<file path="config.mk">
export PLATFORM = sky130hd
export DESIGN_NAME = pim_conv_line_seq
export DESIGN_NICKNAME = d
export VERILOG_FILES = /design/src/rtl/pim_conv_line_seq.sv
export SDC_FILE = /design/constraint.sdc
export NUM_CORES = 1
export LEC_CHECK = 0
export ABC_AREA = 1
export BUFFER_PORTS_ARGS = -buffer_cell sky130_fd_sc_hd__buf_2
export CORE_UTILIZATION = 51
export DETAILED_ROUTE_END_ITERATION = 7
export PLACE_DENSITY_LB_ADDON = 0.25
export SLEW_MARGIN = 15
export SYNTH_ARGS = -nofsm -noshare
export SYNTH_HDL_FRONTEND = slang
export SYNTH_SLANG_ARGS = --single-unit
</file>
<file path="constraint.sdc">
create_clock -name clk -period 2 [get_ports clk]
set_clock_uncertainty 0.1 [all_clocks]
set_input_delay 0.1 -clock clk [delete_from_list [all_inputs] [get_ports clk]]
set_output_delay 0.1 -clock clk [all_outputs]
set_load 0.02 [all_outputs]
</file>
<file path="src/rtl/pim_conv_line_seq.sv">
// Time-multiplexed PIM convolution line: reads NUM_TILES partial sums from one tile port into a saturating accumulator.
// Optional build macro PIM_CONV_RELU_EN clamps a negative result to zero on entry to DONE.
module pim_conv_line_seq #(
   parameter int SIZE       = 512,
   parameter int TILE_SIZE  = 128,
   parameter int PSUM_WIDTH = 9,
   parameter int OUT_WIDTH  = 16,
   parameter int ADDR_WIDTH = 5
) (
   input  logic                         clk,
   input  logic                         rst,
   input  logic                         en,
   input  logic                         start,
   output logic                         busy,
   output logic                         tile_rd,
   output logic [ADDR_WIDTH-1:0]        tile_addr,
   input  logic signed [PSUM_WIDTH-1:0] tile_psum,
   output logic                         out_valid,
   input  logic                         out_ready,
   output logic signed [OUT_WIDTH-1:0]  convValue,
   output logic                         sat
);

   localparam int NUM_TILES = (SIZE + TILE_SIZE - 1) / TILE_SIZE;
   // One extra bit so the issue counter can reach NUM_TILES even when it equals 2**ADDR_WIDTH.
   localparam int CNT_W = ADDR_WIDTH + 1;
   localparam logic [CNT_W-1:0] C_NUM = CNT_W'(NUM_TILES);
   localparam logic [CNT_W-1:0] C_ONE = CNT_W'(1);
   localparam logic signed [OUT_WIDTH:0] C_MAX = {2'b00, {(OUT_WIDTH-1){1'b1}}};
   localparam logic signed [OUT_WIDTH:0] C_MIN = {2'b11, {(OUT_WIDTH-1){1'b0}}};

   typedef enum logic [1:0] {
      S_IDLE,
      S_RUN,
      S_DONE
   } state_t;

   state_t                      r_state;
   state_t                      w_next;
   logic [CNT_W-1:0]            r_issue_cnt;
   logic [CNT_W-1:0]            r_acc_cnt;
   logic                        r_rd_q;
   logic signed [OUT_WIDTH-1:0] r_acc;
   logic                        r_sat;

   logic                        w_start_acc;
   logic                        w_hs;
   logic                        w_run_done;
   logic signed [OUT_WIDTH:0]   w_sum;
   logic signed [OUT_WIDTH-1:0] w_sum_clip;
   logic                        w_clip;

   always_ff @(posedge clk or posedge rst) begin
      if (rst) begin
         r_state <= S_IDLE;
      end else begin
         r_state <= w_next;
      end
   end

   always_comb begin
      w_next      = r_state;
      w_start_acc = 1'b0;
      w_hs        = 1'b0;
      w_run_done  = 1'b0;
      busy        = 1'b0;
      tile_rd     = 1'b0;
      out_valid   = 1'b0;
      case (r_state)
         S_IDLE: begin
            if (start) begin
               w_start_acc = 1'b1;
               w_next      = S_RUN;
            end
         end
         S_RUN: begin
            busy    = 1'b1;
            tile_rd = en && (r_issue_cnt < C_NUM);
            if (r_acc_cnt == C_NUM) begin
               w_run_done = 1'b1;
               w_next     = S_DONE;
            end
         end
         S_DONE: begin
            busy      = 1'b1;
            out_valid = 1'b1;
            if (out_ready) begin
               w_hs   = 1'b1;
               w_next = S_IDLE;
            end
         end
         default: w_next = S_IDLE;
      endcase
   end

   // Sum is one bit wider than the accumulator so overflow is visible before clamping.
   always_comb begin
      w_sum      = (OUT_WIDTH+1)'(r_acc) + (OUT_WIDTH+1)'(tile_psum);
      w_clip     = 1'b0;
      w_sum_clip = w_sum[OUT_WIDTH-1:0];
      if (w_sum > C_MAX) begin
         w_clip     = 1'b1;
         w_sum_clip = C_MAX[OUT_WIDTH-1:0];
      end else if (w_sum < C_MIN) begin
         w_clip     = 1'b1;
         w_sum_clip = C_MIN[OUT_WIDTH-1:0];
      end
   end

   always_ff @(posedge clk or posedge rst) begin
      if (rst) begin
         r_issue_cnt <= '0;
         r_acc_cnt   <= '0;
         r_rd_q      <= 1'b0;
         r_acc       <= '0;
         r_sat       <= 1'b0;
      end else begin
         r_rd_q <= tile_rd;
         if (w_start_acc) begin
            r_issue_cnt <= '0;
            r_acc_cnt   <= '0;
            r_acc       <= '0;
            r_sat       <= 1'b0;
         end else if (r_state == S_RUN) begin
            if (tile_rd) begin
               r_issue_cnt <= r_issue_cnt + C_ONE;
            end
            // Returning data is taken independent of en so an in-flight read is never dropped.
            if (r_rd_q) begin
               r_acc     <= w_sum_clip;
               r_acc_cnt <= r_acc_cnt + C_ONE;
               if (w_clip) begin
                  r_sat <= 1'b1;
               end
            end
`ifdef PIM_CONV_RELU_EN
            if (w_run_done && r_acc[OUT_WIDTH-1]) begin
               r_acc <= '0;
            end
`endif
         end else if (w_hs) begin
            r_issue_cnt <= '0;
         end
      end
   end

   assign tile_addr = r_issue_cnt[ADDR_WIDTH-1:0];
   assign convValue = r_acc;
   assign sat       = r_sat;

endmodule

</file>
---- Word level (Yosys, flattened, before mapping) ----
Cells that the tools add are included.
operators by class
  reduce and logical (&&, ||, !) cells .... 11
  magnitude comparators ................... 3
  multipliers ............................. 0
  add/sub/neg operators ................... 3
  equal/unequal tests ..................... 7
  muxes and demuxes ....................... 29
  bitwise gates (word level) .............. 0
  divide/modulo/power cells ............... 0
  shift operators ......................... 0
operators with widths
  cell                    count
  $mux W16                5
  $mux W6                 7
  $add A16 B9 Y17         1
  $gt A17 B16 Y1 const B  1
  $lt A17 B16 Y1 const B  1
  $mux W1                 13
  $add A6 B1 Y6 const B   2
  $eq A6 B3 Y1 const B    1
  $lt A6 B3 Y1 const B    1
  $mux W2                 3
  $ne A2 B2 Y1 const B    3
  $pmux W2 S3             1
  $reduce_and A3 Y1       2
  $reduce_bool A2 Y1      3
  $reduce_and A2 Y1       2
  $ne A3 B3 Y1 const B    1
  $reduce_bool A3 Y1      1
  $eq A2 B1 Y1 const B    1
  $eq A2 B2 Y1 const B    1
  $logic_not A2 Y1        1
  $reduce_or A2 Y1        1
  $logic_and A1 B1 Y1     1
word-level totals
  bits in read-only memories .............. 0
  output and inout port bits .............. 25
  memories kept ........................... 0
  register bits after elaboration ......... 32
  RAM bits ................................ 0
  latch bits .............................. 0

---- Depth between registers and ports, before layout ----
  depth in word-level cells ............... 8
  gate-level depth with buffers ........... 18
  mapped depth without buffers ............ 18

---- Least setup slack after synthesis ----
No wires, ideal clock.
  path kind ............................... flip-flop to flip-flop
  from .................................... register r_acc[0], in the netlist convValue[0]
  to ...................................... register r_acc[9], in the netlist convValue[9]
  period minus slack after synthesis ...... 2.297 ns
  stages on the path, launching flop included .. 19
  library setup time ...................... 0.123 ns
  path slack .............................. -0.297 ns
  data arrival time ....................... 2.074 ns
  buffers on the path ..................... 1
  path through ............................ dfrtp_1 -> ha_1 -> inv_1 -> fa_1 -> inv_1 -> nand3_1 -> nand2_1 -> nand2_1 -> nand2_2 -> nand2_2 -> nand2_1 -> nand2_1 -> nand2_1 -> nand2_1 -> nand2_1 -> inv_2 -> buf_6 -> nand2_1 -> nand3_2
on the way
  longest elaborated chain between the ends .. 7
  elaborated cells on any way between the ends .. 8
  those cells by class .................... add/sub (1); order compare (2); mux (5)
RTL lines
  element                   RTL line  RTL
  start: declaration        43        logic signed [OUT_WIDTH-1:0] r_acc;
  start signal: assignment  130       r_acc <= w_sum_clip;
  $add A16 B9 Y17 *         98        w_sum = (OUT_WIDTH+1)'(r_acc) + (OUT_WIDTH+1)'(tile_psum);
  $lt A17 B16 Y1            104       end else if (w_sum < C_MIN) begin
  $mux W16                  104
  $mux W16 *                101       if (w_sum > C_MAX) begin
  $mux W16 *                129       if (r_rd_q) begin
  $mux W16 *                124       end else if (r_state == S_RUN) begin
  $mux W16 *                119       if (w_start_acc) begin
Mark *: on every way between the ends. The rest lies on a longest branch, timed or not. The select of a mux whose other input is x is not followed.
A chain may end at the register's enable or synchronous reset.

---- Worst setup path after layout ----
  from .................................... register r_acc[12], in the netlist convValue[12]
  to ...................................... register r_acc[12], in the netlist convValue[12]
Same word-level chain as after synthesis.

==> key figures <==
Power
  – PwrDens: roughly 620 nW/um2
  – Leakage: between 1.5 and 2 nW
  – Peak supply drop: 336 uV
  – Pwr Total: 2.12 mW

Worst setup path
  – Crit-path max FO: 8
  – Worst path cell trace: ha_1 -> nand2_1 -> nor2_2 -> inv_1 -> nor2_2 -> nand2_2 -> nand2_1 -> nand2_1 -> nand2_1 -> nand2_2 -> nand2_4 -> inv_8 -> nand2_2 -> nand3_2
  – Crit path launch type: flop
  – FF-to-FF path depth: 14
  – Setup slack, reg-to-reg: -0.19 ns
  – CP Class: flop to flop
  – Crit-path most repeated cell: nand2_1
  – Largest stage delay on the critical path: around 0.4 ns
  – Worst path required time: 2.07 ns
  – CP Capture Type: flop
  – Reg-to-Reg End: convValue[12]
  – Signal arrival time at the worst endpoint: about 2.3 ns
  – FF-to-FF Start: convValue[12]
  – Crit-path slowest cell: dfrtp_1

Die
  – DIE WIDTH: 70.8 um
  – Die height: 70.8 um
  – Row count: 24
  – Die area: 5020 um2
  – Initial core utilization: between 50% and 60%
  – Core area: 4440 um2
  – IO Count: 39

Logic synthesis
  – Area share of the largest cell type after synthesis: between 30% and 40%
  – Main combinational cell family by area after synthesis: simple AND/OR/NAND/NOR gates
  – Synth Flop Type: dfrtp_1
  – Compound-Gate Fraction of Synth Area: 8.08%
  – Post-Synth Adder-Cell Area: about an eighth
  – Post-synthesis sequential area ratio: ~33%
  – Post-Syn Area: 2420 um2
  – EDFF count, synth: 0
  – Xor/xnor share of the synthesized area: around 4%
  – Synth top area cells: dfrtp_1 (33%), nand2_1 (15%), ha_1 (12%)
  – Post-synthesis sequential element count: 32
  – Post-Syn Instances: around 320
  – Simple-Gate Fraction of Synth Area: roughly 31%
  – Yosys Warn Count: 0
  – Syn Nets: between 300 and 400
  – Post-synthesis area per instance: between 7 and 8 um2
  – Most area-hungry cell type in the Yosys netlist: dfrtp_1
  – Asr flop ratio synth: 100%
  – Cell variety after synth: 32
  – Portion of netlist area occupied by mux cells: 0%

Global routing
  – First-pass GRT wire length: 10.3 mm
  – Initial antenna violation count: 0
  – Pin count of the biggest net entering global routing: 18
  – Grt total ovfl: 0
  – Total GRT Usage: 26.1%
  – Number of global-route vias before repair: approximately 2300

CTS
  – Clk pin slew, worst setup/hold paths: roughly 0.080 ns
  – CTS Buf Count: 5
  – Clk sink count: 32
  – Worst skew pair latency: roughly 0.29 ns
  – Root buffer cell: clkbuf_8
  – CTS H-Tree Depth: 2
  – Clock buffer depth: 2
  – TritonCTS clock tree: yes

Layout
  – Fillers: around 330
  – Commonest cells after routing, fill and taps aside: nand2_1 (78), buf_4 (52), inv_1 (47), buf_2 (38), dfrtp_1 (31)
  – Share of cells above drive strength 1: between 40% and 50%
  – Commonest non-fill, non-tap cell in the layout: nand2_1
  – Final nets: 454
  – Post-layout instance area: ~3400 um2
  – Layout Utilization: 77.1%
  – Area of the multi-input gates: between 1500 and 2000 um2
  – Register area: approximately 800 um2
  – P&R area growth vs syn: 41.9%
  – Antenna cells: 0
  – Non-filler cells in the finished layout: between 400 and 500

Min path
  – Hold depth: 3
  – Worst Hold Class: input port to flop
  – HP Start: en
  – Worst hold endpoint: r_rd_q

Timing
  – Setup-failing EPs final: 16
  – Fin. Hold Viols: 0
  – Fin. max-slew vios: 0
  – Unrepaired setup endpoints after global routing: true
  – Final setup TNS: -2.53 ns
  – PnR worst setup slack: -0.189 ns
  – Slew at the pin closest to its max-slew limit: between 0.4 and 0.5 ns
  – Fmax: between 0.4 and 0.5 GHz
  – Final Cycle Share: 109%
  – Rel. slew slack: a little over two thirds
  – Min Tclk post-route: between 2 and 2.5 ns
  – Hold WS: between 0.03 and 0.04 ns

Placed design
  – HPWL Detailed: 4.20 mm
  – Area after DPL: around 3000 um2
  – Routability cong.: 0.868
  – Cells after DPL: around 460
  – IO Port Bufs: 38
  – Dpl ws: -0.235 ns

Outcome
  – Failing checks: negative setup slack
  – Status: finished, violations left

Route
  – Final WL: 6.43 mm
  – Via count: 2451
  – Iteration-0 DRC Markers: ~210
  – WL/cell: about 14 um
  – DR pass1 iterations: 6
  – DR vias/cell: 5.23
  – DRC viols: 0
  – Post-DRT Antenna Nets: 0

Run
  – Max Cap Violations: 0
==> Yosys cell counts, types with 2 or more instances <==
| library cell | instances |
|---|---|
| buf_6 | 2 |
| nor3_1 | 9 |
| ha_1 | 23 |
| nand3_2 | 11 |
| inv_2 | 2 |
| dfrtp_1 | 32 |
| xnor2_1 | 5 |
| xor2_1 | 6 |
| a21oi_1 | 18 |
| inv_1 | 49 |
| clkbuf_1 | 2 |
| nand2_2 | 7 |
| nand2_1 | 96 |
| nor4_1 | 2 |
| o21ai_0 | 8 |
| nand4_1 | 4 |
| a31oi_1 | 5 |
| buf_4 | 5 |
| nand3_1 | 12 |
| nor2_1 | 14 |
==> per-layer routing <==
metal | up-vias | routed length (um) | global-route usage [%]
li1 | 1211 | - | -
met1 | 1176 | 2940 | 33.4
met2 | 53 | 3180 | 44.2
met3 | 11 | 205 | 5.27
met4 | 0 | 102 | 8.67
met5 | - | 0 | 0
==> sequential cells by signal (all words and copies together) (netlist names) <==
signal	cells
convValue	16
r_acc_cnt	6
r_issue_cnt	6
r_rd_q	1
r_state	2
sat	1
==> cell type report <==
class / count / area share, %
clock buffer: 5 / 2.01
timing repair inverter: 1 / 0.328
tap: 52 / 1.90
clock inverter: 3 / 1.24
multi-input combinational: 232 / 47.6
timing repair buffer: 92 / 17.6
sequential: 32 / 23.4
inverter: 52 / 5.99
==> worst max-delay path, delay by kind of cell (launching register included) <==
kind,cells,cell delay (ns)
simple gates,11,1.09
flops,1,0.40
fa+ha+maj,1,0.34
buf+inv,2,0.15
==> logic make-up after synthesis <==
logic type / Yosys count
and+or+nand+nor: 161
buffers and inverters: 61
AOI/OAI and AO/OA: 35
DFF: 32
adders and majority gates: 24
xor gates and xnor gates: 11
==> timing repair <==
item	in CTS	in global routing
pin swaps	3	2
setup endpoints to repair	16	18
hold buffers	1	0
endpoints found under the hold margin	10	0
gates resized for setup	29	27
cloned	1	1
buffers inserted	2	1
==> worst max-delay path by stage <==
stage / start / end / slack (ns)
finish: convValue[12] / convValue[12] / -0.19
CTS: convValue[0] / convValue[13] / -0.08
detailed placement: convValue[10] / convValue[12] / -0.24
global route: convValue[12] / convValue[12] / -0.28
floorplan: convValue[0] / convValue[9] / -0.15
global placement: convValue[10] / convValue[12] / -0.15
==> power breakdown <==
| group | switching (mW) | internal (mW) | total, mW | leakage (nW) |
|---|---|---|---|---|
| Sequential | 0.0246 | 0.674 | 0.698 | 0.371 |
| Combinational | 0.420 | 0.367 | 0.787 | 1.47 |
| Clock | 0.264 | 0.369 | 0.632 | 0.0541 |
Power figures use the tool's default switching activity.
